## config.mk

```make
export PLATFORM = sky130hd
export DESIGN_NAME = vx_exec_route_arb
export DESIGN_NICKNAME = d
export VERILOG_FILES = /design/src/rtl/vx_exec_route_arb.sv
export SDC_FILE = /design/constraint.sdc
export NUM_CORES = 1
export LEC_CHECK = 0
export BUFFER_PORTS_ARGS = -buffer_cell sky130_fd_sc_hd__buf_2
export CORE_MARGIN = 5
export CORE_UTILIZATION = 45
export DETAILED_ROUTE_END_ITERATION = 6
export HOLD_SLACK_MARGIN = 0.05
export PLACE_DENSITY = 0.67
export RECOVER_POWER = 100
export SLEW_MARGIN = 20
export SYNTH_ARGS = -nofsm -noshare
export SYNTH_HDL_FRONTEND = slang
export SYNTH_SLANG_ARGS = --single-unit
```

## constraint.sdc

```tcl
create_clock -name clk -period 5.25 [get_ports clk]
set_input_delay 0 -clock clk [delete_from_list [all_inputs] [get_ports clk]]
set_output_delay 0 -clock clk [all_outputs]
set_load 0.01 [all_outputs]
```

## src/rtl/vx_exec_route_arb.sv

```systemverilog
// vx_exec_route_arb: execute-stage router.
// Steers one dispatch stream into NUM_UNITS first-word-fall-through FIFOs and merges the
// NUM_UNITS commit streams back into one registered commit port with round-robin fairness.
// Ports:
//   clk, reset_n                      clock, asynchronous active-low reset
//   in_valid/in_ready/in_unit/        dispatch handshake, target unit, ebreak flag, payload
//   in_ebreak/in_data
//   unit_valid/unit_ready/unit_data   per-unit FIFO heads (unit i at [i*DATA_WIDTH +: DATA_WIDTH])
//   unit_count                        per-unit FIFO occupancy
//   cmt_in_valid/ready/data           commit requests from the units, grant is one-hot or zero
//   cmt_out_valid/ready/data/unit     merged, registered commit port
//   bad_unit_err, sim_ebreak          sticky status flags, cleared only by reset
module vx_exec_route_arb #(
   parameter int unsigned NUM_UNITS   = 4,
   parameter int unsigned DEPTH       = 4,
   parameter int unsigned DATA_WIDTH  = 64,
   parameter int unsigned CDATA_WIDTH = 48,
   parameter int unsigned UNIT_BITS   = (NUM_UNITS > 1) ? $clog2(NUM_UNITS) : 1,
   parameter int unsigned CNT_W       = $clog2(DEPTH + 1)
) (
   input  logic                             clk,
   input  logic                             reset_n,
   input  logic                             in_valid,
   output logic                             in_ready,
   input  logic [UNIT_BITS-1:0]             in_unit,
   input  logic                             in_ebreak,
   input  logic [DATA_WIDTH-1:0]            in_data,
   output logic [NUM_UNITS-1:0]             unit_valid,
   input  logic [NUM_UNITS-1:0]             unit_ready,
   output logic [NUM_UNITS*DATA_WIDTH-1:0]  unit_data,
   output logic [NUM_UNITS*CNT_W-1:0]       unit_count,
   input  logic [NUM_UNITS-1:0]             cmt_in_valid,
   output logic [NUM_UNITS-1:0]             cmt_in_ready,
   input  logic [NUM_UNITS*CDATA_WIDTH-1:0] cmt_in_data,
   output logic                             cmt_out_valid,
   input  logic                             cmt_out_ready,
   output logic [CDATA_WIDTH-1:0]           cmt_out_data,
   output logic [UNIT_BITS-1:0]             cmt_out_unit,
   output logic                             bad_unit_err,
   output logic                             sim_ebreak
);

   localparam int unsigned PTR_W = $clog2(DEPTH);

   // Dispatch FIFOs
   logic [DATA_WIDTH-1:0]           mem_q [NUM_UNITS][DEPTH];
   logic [NUM_UNITS-1:0][PTR_W-1:0] wr_ptr_q, wr_ptr_d, rd_ptr_q, rd_ptr_d;
   logic [NUM_UNITS-1:0][CNT_W-1:0] cnt_q, cnt_d;
   logic [NUM_UNITS-1:0]            full, push, pop;
   logic                            bad_unit, sel_full;

   // Out-of-range targets only exist when NUM_UNITS is not a power of two.
   if (NUM_UNITS < (1 << UNIT_BITS)) begin : g_range_chk
      assign bad_unit = (32'(in_unit) >= NUM_UNITS);
   end else begin : g_no_range_chk
      assign bad_unit = 1'b0;
   end

   always_comb begin
      sel_full = 1'b0;
      for (int i = 0; i < NUM_UNITS; i++) begin
         full[i] = (cnt_q[i] == CNT_W'(DEPTH));
         if (in_unit == UNIT_BITS'(i)) sel_full = full[i];
      end
   end

   // Ready depends only on the registered full flag, never on a same-cycle pop.
   assign in_ready = reset_n && (bad_unit || !sel_full);

   always_comb begin
      push       = '0;
      pop        = '0;
      unit_valid = '0;
      unit_data  = '0;
      unit_count = '0;
      wr_ptr_d   = wr_ptr_q;
      rd_ptr_d   = rd_ptr_q;
      cnt_d      = cnt_q;
      for (int i = 0; i < NUM_UNITS; i++) begin
         push[i]       = in_valid && in_ready && !bad_unit && (in_unit == UNIT_BITS'(i));
         unit_valid[i] = (cnt_q[i] != '0);
         pop[i]        = unit_valid[i] && unit_ready[i];
         unit_data[i*DATA_WIDTH +: DATA_WIDTH] = mem_q[i][rd_ptr_q[i]];
         unit_count[i*CNT_W +: CNT_W]          = cnt_q[i];
         if (push[i]) wr_ptr_d[i] = wr_ptr_q[i] + 1'b1;
         if (pop[i])  rd_ptr_d[i] = rd_ptr_q[i] + 1'b1;
         if (push[i] && !pop[i]) cnt_d[i] = cnt_q[i] + 1'b1;
         else if (!push[i] && pop[i]) cnt_d[i] = cnt_q[i] - 1'b1;
      end
   end

   // Storage is not reset: only entries covered by a nonzero count are ever observed.
   always_ff @(posedge clk) begin
      for (int i = 0; i < NUM_UNITS; i++) begin
         if (push[i]) mem_q[i][wr_ptr_q[i]] <= in_data;
      end
   end

   // Commit merge
   logic [UNIT_BITS-1:0]     rr_ptr_q, rr_ptr_d, gnt_idx;
   logic [2*NUM_UNITS-1:0]   req_dbl;
   logic [NUM_UNITS-1:0]     req_rot;
   logic                     gnt_found, load;
   logic [CDATA_WIDTH-1:0]   gnt_data;
   logic                     cmt_valid_q, cmt_valid_d;
   logic [CDATA_WIDTH-1:0]   cmt_data_q, cmt_data_d;
   logic [UNIT_BITS-1:0]     cmt_unit_q, cmt_unit_d;
   logic                     bad_q, bad_d, ebreak_q, ebreak_d;

   assign load = !cmt_valid_q || cmt_out_ready;

   always_comb begin
      // Rotate requests so bit k corresponds to unit (rr_ptr + k) mod NUM_UNITS.
      req_dbl   = {cmt_in_valid, cmt_in_valid} >> rr_ptr_q;
      req_rot   = req_dbl[NUM_UNITS-1:0];
      gnt_found = 1'b0;
      gnt_idx   = '0;
      for (int unsigned k = 0; k < NUM_UNITS; k++) begin
         if (!gnt_found && req_rot[k]) begin
            gnt_found = 1'b1;
            gnt_idx   = UNIT_BITS'((32'(rr_ptr_q) + k) % NUM_UNITS);
         end
      end
      gnt_data     = '0;
      cmt_in_ready = '0;
      for (int i = 0; i < NUM_UNITS; i++) begin
         if (gnt_idx == UNIT_BITS'(i)) gnt_data = cmt_in_data[i*CDATA_WIDTH +: CDATA_WIDTH];
         cmt_in_ready[i] = reset_n && load && gnt_found && (gnt_idx == UNIT_BITS'(i));
      end
   end

   always_comb begin
      cmt_valid_d = cmt_valid_q;
      cmt_data_d  = cmt_data_q;
      cmt_unit_d  = cmt_unit_q;
      rr_ptr_d    = rr_ptr_q;
      if (load) begin
         cmt_valid_d = gnt_found;
         if (gnt_found) begin
            cmt_data_d = gnt_data;
            cmt_unit_d = gnt_idx;
            rr_ptr_d   = UNIT_BITS'((32'(gnt_idx) + 1) % NUM_UNITS);
         end
      end
      // A dropped bad-unit beat is still accepted, so it can set sim_ebreak too.
      bad_d    = bad_q || (in_valid && bad_unit);
      ebreak_d = ebreak_q || (in_valid && in_ready && in_ebreak);
   end

   assign cmt_out_valid = cmt_valid_q;
   assign cmt_out_data  = cmt_data_q;
   assign cmt_out_unit  = cmt_unit_q;
   assign bad_unit_err  = bad_q;
   assign sim_ebreak    = ebreak_q;

   always_ff @(posedge clk or negedge reset_n) begin
      if (!reset_n) begin
         wr_ptr_q    <= '0;
         rd_ptr_q    <= '0;
         cnt_q       <= '0;
         rr_ptr_q    <= '0;
         cmt_valid_q <= 1'b0;
         cmt_data_q  <= '0;
         cmt_unit_q  <= '0;
         bad_q       <= 1'b0;
         ebreak_q    <= 1'b0;
      end else begin
         wr_ptr_q    <= wr_ptr_d;
         rd_ptr_q    <= rd_ptr_d;
         cnt_q       <= cnt_d;
         rr_ptr_q    <= rr_ptr_d;
         cmt_valid_q <= cmt_valid_d;
         cmt_data_q  <= cmt_data_d;
         cmt_unit_q  <= cmt_unit_d;
         bad_q       <= bad_d;
         ebreak_q    <= ebreak_d;
      end
   end

endmodule

```

==> metrics.csv, run 1 <==
metric;value;unit
fin crit share;0.817;
drt first pass iters;5;
TNS Setup;0;ns
Hold Path Class;input pin to flop;
Netlist cell types;47;
flop2flop setup slack;1.01;ns
Critical R2R Launch;unit_count[0]$_DFFE_PN0P_;
most common cell in the netlist;edfxtp_1;
P per Cell Area;506;nW/um^2
clock latency on the worst-skew pair;0.68;ns
Starting DRT DRC Count;2043;
Setup CP Type;input pin to flop;
pre-CTS setup slack;1.76;ns
RSZ-0062 raised after global routing;no;
final-report hold violation count;0;
I/O Buffers;599;
Pleak;17.1;nW
top cells by count, synth;1024 x edfxtp_1, 256 x mux4_2, 82 x dfrtp_1;
TritonCTS Buffers;110;
Tightest Pin Transition;2.78;ns
Syn-to-layout area delta;22.4;%
top cells by area, synth;edfxtp_1 73%, mux4_2 14%, dfrtp_1 4.9%;
Yosys reg bits;1106;
CP arrival;4.54;ns
fmax;233;MHz
leading area contributor after synthesis;edfxtp_1;
largest net degree at the start of global routing;102;
Mapped Cells;1910;
Slew headroom;-0.856;
Final Wtd Congestion;0.859;
Hold Crit Depth;5;
vias in the first global route;23616;
M1 GR Usage;0.305;
die area;99400;sq um
Die Y;315;um
critical path capture point type;flop;
Routed Wire Length;113000;um
RR Endpoint;mem_q[0][236]$_DFFE_PP_;
Max Buffers Root-to-Sink;3;
top_reg_cell synth;edfxtp_1;
CTS Root Cell;clkbuf_16;
maximum vdd drop;0.000350;V
initial antenna violation count;4;
DRC violations left;0;
share of cells above drive strength 1;0.238;
Sink Count;1106;
clock-pin slew on the worst setup and hold paths;0.06;ns
Worst R2R Path Depth;5;
critical path fanouts, max;36;
FFs w/ async S/R, synth;0.0741;
setup ws final;0.962;ns
Final Setup Violations;0;
Total Power;25.9;mW
Top Ports;601;
Total GRT Usage;0.224;
post-CTS setup buffer count;0;
number of max-cap violations;22;
core area;92900;sq um
Synth Net Count;2209;
global route overflow;0;
# H-tree levels;3;
Mapped Avg Cell Area;21.9;sq um
first-pass GRT wire length;164000;um
Mapped Area;41900;sq um
met3 Track Usage GR;0.0454;
Vias;22816;
dpl hpwl;72300;um
FP Rows;112;
Seq/Total Area, Yosys;0.782;
Post-synth EDFFs;1024;
fin util;0.552;
Layout Skew;0.0248;ns
min-delay src;in_valid;
Starting Density;0.451;
YS warnings;0;
Hold EP;wr_ptr_q[4]$_DFFE_PN0P_;
shortest period the worst path allows;4.29;ns
Nets;3038;
Synth top area share;0.734;
routing usage on met2;0.374;
status;finished, violations left;
Via density;5.58;
Setup crit start kind;input pin;
die width;315;um
failing checks;max-capacitance violations, max-slew violations;
TritonCTS clock tree;done;
Worst Path Required;5.50;ns
Detail Route Antenna Nets;0;
Max Slew Vio Count;909;
drt wl/cell;27.6;um
global route hottest layer;met2;
registers in the layout, indices dropped and copies added (netlist names):
register / cells
cmt_out_valid: 1
cmt_out_data: 48
rr_ptr_q: 2
rd_ptr_q: 8
wr_ptr_q: 8
mem_q: 1024
unit_count: 12
cmt_out_unit: 2
sim_ebreak: 1
power breakdown:
| group | switching (mW) | total, mW | leakage [nW] | internal, mW |
|---|---|---|---|---|
| Combinational | 4.15 | 7.43 | 5.20 | 3.28 |
| Sequential | 0.733 | 10.9 | 10.2 | 10.2 |
| Clock | 3.26 | 7.62 | 1.72 | 4.36 |
cells by family (layout without fill, tap and decap cells):
logic type	after synthesis	after routing	share of synthesized area
AOI/OAI and AO/OA	157	157	0.0296
xor gates and xnor gates	24	24	0.00501
other	1	4	0.0000895
muxes	266	266	0.140
adders and majority gates	28	28	0.00907
and+or+nand+nor	154	154	0.0170
buffers and inverters	174	1096	0.0165
DFF	1106	1106	0.782
layout make-up:
type / count / area [sq um]
sequential: 1106 / 32800
fill: 7207 / 41600
timing repair buffer: 819 / 4680
clock buffer: 146 / 2920
clock inverter: 59 / 584
inverter: 72 / 270
tap: 1254 / 1570
antenna: 3 / 7.51
multi-input combinational: 630 / 8450
metrics by stage:
stage          hold slack [ns]  cells  cell area, sq um
2_1_floorplan           -0.296   1910             41900
3_3_place_gp            0.0191   3690             46400
3_5_place_dp            0.0308   3697             46600
4_1_cts                 0.0638   4085             51900
5_1_grt                  0.116   4089             51300
6_report                 0.107   4089             51300
worst max-delay path, cell delays in order:
cell           delay, ns
dlygate4sd3_1       0.53
dlygate4sd3_1       0.54
clkbuf_1            0.31
nand2_1             0.17
nor4b_1             0.81
and2_4              0.70
clkbuf_1            1.43
routing by layer:
metal / wire [um] / share of wire
met3: 7490 / 0.066
met4: 3010 / 0.027
met1: 45400 / 0.40
met2: 56900 / 0.50
met5: 13 / 0.00012
worst max-delay path by stage:
stage	start	end	slack [ns]	cells past startpoint
6_report	reset_n	mem_q[1][239]$_DFFE_PP_	0.96	7
5_1_grt	reset_n	mem_q[1][220]$_DFFE_PP_	0.69	7
4_1_cts	rr_ptr_q[0]$_DFFE_PN0P_	cmt_out_data[17]$_DFFE_PN0P_	1.39	10
3_5_place_dp	reset_n	mem_q[3][104]$_DFFE_PP_	1.76	6
3_3_place_gp	rr_ptr_q[0]$_DFFE_PN0P_	cmt_out_data[17]$_DFFE_PN0P_	1.79	9
2_1_floorplan	unit_count[6]$_DFFE_PN0P_	mem_q[3][0]$_DFFE_PP_	0.97	4
timing repair:
action / in CTS / in global routing
endpoints found under the setup margin: 0 / 0
hold buffers: 183 / 0
gates resized for setup: 0 / 0
hold endpoints to repair: 1193 / 0
cells in the final DEF (no fill, tap or decap), types with 15 or more instances in the layout:
| cell type | count |
|---|---|
| mux4_2 | 256 |
| dlygate4sd3_1 | 182 |
| clkbuf_1 | 435 |
| clkinv_2 | 25 |
| ha_1 | 21 |
| a31oi_1 | 49 |
| buf_2 | 209 |
| a211o_1 | 49 |
| xnor2_1 | 16 |
| inv_1 | 72 |
| a221oi_1 | 47 |
| clkinv_1 | 15 |
| dfrtp_1 | 77 |
| nor2_1 | 55 |
| edfxtp_1 | 1024 |
| clkbuf_16 | 110 |
| nand2_1 | 54 |
Note: power is estimated with default switching activity, not from simulation.
==> run 2: changes to the inputs <==
Clock period 5.25 ns to 4 ns, I/O delays scaled along.
==> run 2 against run 1 <==
Against the previous run: hold slack improved by 0.040 ns; critical path depth grew 3; first-iteration DRC count down 5.0%; flip-flop and latch count unchanged; the run still ends with max-capacitance violations, max-slew violations left; largest power group unchanged.
==> metrics.csv, run 2 (same netlist as run 1, synthesis figures left out) <==
metric;value;unit;change
status;finished, violations left;;
failing checks;max-capacitance violations, max-slew violations;;
met1 WL;43900;um;-3.4%
drt first pass iters;7;;+2
Starting DRT DRC Count;1940;;-5.0%
pre-CTS setup slack;1.12;ns;-0.649 ns
I/O Buffers;599;;unchanged
Starting Density;0.451;;unchanged
fin crit share;0.884;;
post-CTS setup buffer count;0;;unchanged
Nets;3040;;+0.066%
die width;315;um;unchanged
Final Wtd Congestion;0.884;;+3.0%
WL met3;8370;um;+12%
Die Y;315;um;unchanged
Total GRT Usage;0.225;;+0.000655
# H-tree levels;3;;unchanged
Layout Skew;0.0626;ns;+0.0378 ns
critical path fanouts, max;23;;-36%
Top Ports;601;;unchanged
maximum vdd drop;0.000563;V;+61%
Slew headroom;-0.302;;+0.555
first-pass GRT wire length;164000;um;+0.15%
CP max stage delay;0.57;ns;-0.86 ns
final-report hold violation count;0;;unchanged
Pleak;17.2;nW;+0.42%
share of cells above drive strength 1;0.250;;+0.0121
worst setup path startpoint;rr_ptr_q[0]$_DFFE_PN0P_;;
RSZ-0062 raised after global routing;no;;
Largest register FFs;1024;;unchanged
Final Setup Violations;0;;unchanged
CTS Root Cell;clkbuf_16;;
TNS Setup;0;ns;unchanged
top routing layer used;met5;;
RR Endpoint;cmt_out_data[20]$_DFFE_PN0P_;;
clock latency on the worst-skew pair;0.70;ns;+0.02 ns
post-CTS sizing;0;;unchanged
global route overflow;0;;unchanged
Critical R2R Launch;rr_ptr_q[0]$_DFFE_PN0P_;;
Max Buffers Root-to-Sink;3;;unchanged
P per Cell Area;666;nW/um^2;+32%
TritonCTS clock tree;done;;
Setup crit start kind;flop;;
# fillers;7220;;+0.18%
vias in the first global route;24248;;+2.7%
CP arrival;4.11;ns;-0.43 ns
dpl hpwl;73500;um;+1.6%
Hold Path Class;input pin to flop;;
CP Cell Sequence;nand2b_1, nor2b_1, o22ai_1, ha_1, nor2b_4, clkbuf_1, a221oi_1, a211o_1, a31oi_1, dlygate4sd3_1;;
setup ws final;0.465;ns;-0.498 ns
CP max stage cell;dlygate4sd3_1;;
Total Power;34.2;mW;+32%
largest net degree at the start of global routing;70;;-31%
FP Rows;112;;unchanged
Routed Wire Length;112000;um;-0.84%
critical path capture point type;flop;;
most common cell after layout, fill and taps aside;edfxtp_1;;
Sink Count;1106;;unchanged
shortest period the worst path allows;3.54;ns;
Tightest Pin Transition;1.95;ns;-0.832 ns
core area;92900;sq um;unchanged
DRC violations left;0;;unchanged
fmax;283;MHz;
Vias;22764;;-0.23%
Syn-to-layout area delta;22.6;%;
number of max-cap violations;8;;-64%
drt wl/cell;27.3;um;-1.1%
Detail Route Antenna Nets;0;;unchanged
Worst R2R Path Depth;10;;+5
flop2flop setup slack;0.46;ns;-0.55 ns
Worst Path Required;4.57;ns;-0.93 ns
clock-pin slew on the worst setup and hold paths;0.06;ns;about the same
Worst Setup EP;cmt_out_data[20]$_DFFE_PN0P_;;
routed wire length on met2;55400;um;-2.6%
Max Slew Vio Count;366;;-60%
initial antenna violation count;14;;+10
die area;99400;sq um;unchanged
Via density;5.55;;-0.50%
Setup CP Type;flop to flop;;
most frequent cells in the layout;1024 x edfxtp_1, 410 x clkbuf_1, 256 x mux4_2, 213 x buf_2, 177 x dlygate4sd3_1;;
TritonCTS Buffers;109;;-0.91%
[run 2: cell types whose count changed in the layout (fill, tap and decap cells not counted), moves of 4 or more]
cell           change
clkinvlp_4         +6
clkbuf_1          -25
clkinv_1           +6
diode_2            +8
buf_2              +4
dlygate4sd3_1      -5
and3_1             -4
bufinv_16          +4
clkinv_4           +4
clkbuf_2          +12
[run 2: power breakdown]
part           switching, mW  total, mW  internal, mW
sequential              1.34       14.7          13.3
clock                   4.41       10.3          5.88
combinational           5.00       9.25          4.25
[run 2: repair_timing]
item	4_1_cts	5_1_grt
hold endpoints to repair	1185	0
setup endpoints to repair	0	0
hold buffers	178	0
[run 2: worst min-delay path by stage]
stage,from,end,slack [ns],cells after the start
final,in_valid,unit_count[3]$_DFFE_PN0P_,0.15,5
after global routing,unit_ready[0],rd_ptr_q[1]$_DFFE_PN0P_,0.14,4
after CTS,in_valid,wr_ptr_q[6]$_DFFE_PN0P_,0.12,6
after detailed placement,reset_n,rd_ptr_q[1]$_DFFE_PN0P_,-0.04,1
after global placement,reset_n,rd_ptr_q[1]$_DFFE_PN0P_,-0.04,1
after floorplan,reset_n,cmt_out_data[0]$_DFFE_PN0P_,-0.30,0
[run 2: worst max-delay path: cells and delay by family, from the launching register on]
kind | cells | cell delay, ns
AOI/OAI and AO/OA | 4 | 0.94
adders and majority gates | 1 | 0.26
buffers and inverters | 2 | 0.94
DFF | 1 | 0.41
and+or+nand+nor | 3 | 0.87
[run 2: layout make-up]
| cell class | count | area [sq um] | share of cell area |
|---|---|---|---|
| flip-flops and latches | 1106 | 32800 | 0.638 |
| inverters | 72 | 270 | 0.00526 |
| diodes | 11 | 27.5 | 0.000535 |
| multi-input cells | 630 | 8450 | 0.164 |
| clock inverters | 79 | 840 | 0.0163 |
| repair buffers | 822 | 4640 | 0.0903 |
| clock buffers | 126 | 2790 | 0.0543 |
| well taps | 1254 | 1570 | 0.0305 |
[run 2: layer usage]
| metal | global-route usage | up-vias |
|---|---|---|
| met1 | 0.300 | 12039 |
| li1 | - | 9587 |
| met5 | 0 | - |
| met3 | 0.0479 | 196 |
| met2 | 0.367 | 938 |
| met4 | 0.0856 | 4 |
[run 2: metrics by stage]
step | hold slack [ns] | cell area [sq um] | util | std cells
after global routing | 0.142 | 51400 | 0.553 | 4100
after floorplan | -0.296 | 41900 | - | 1910
after global placement | -0.0419 | 46700 | 0.503 | 3706
after CTS | 0.117 | 52100 | 0.561 | 4089
after detailed placement | -0.0375 | 46700 | 0.503 | 3706
final | 0.147 | 51400 | 0.553 | 4100
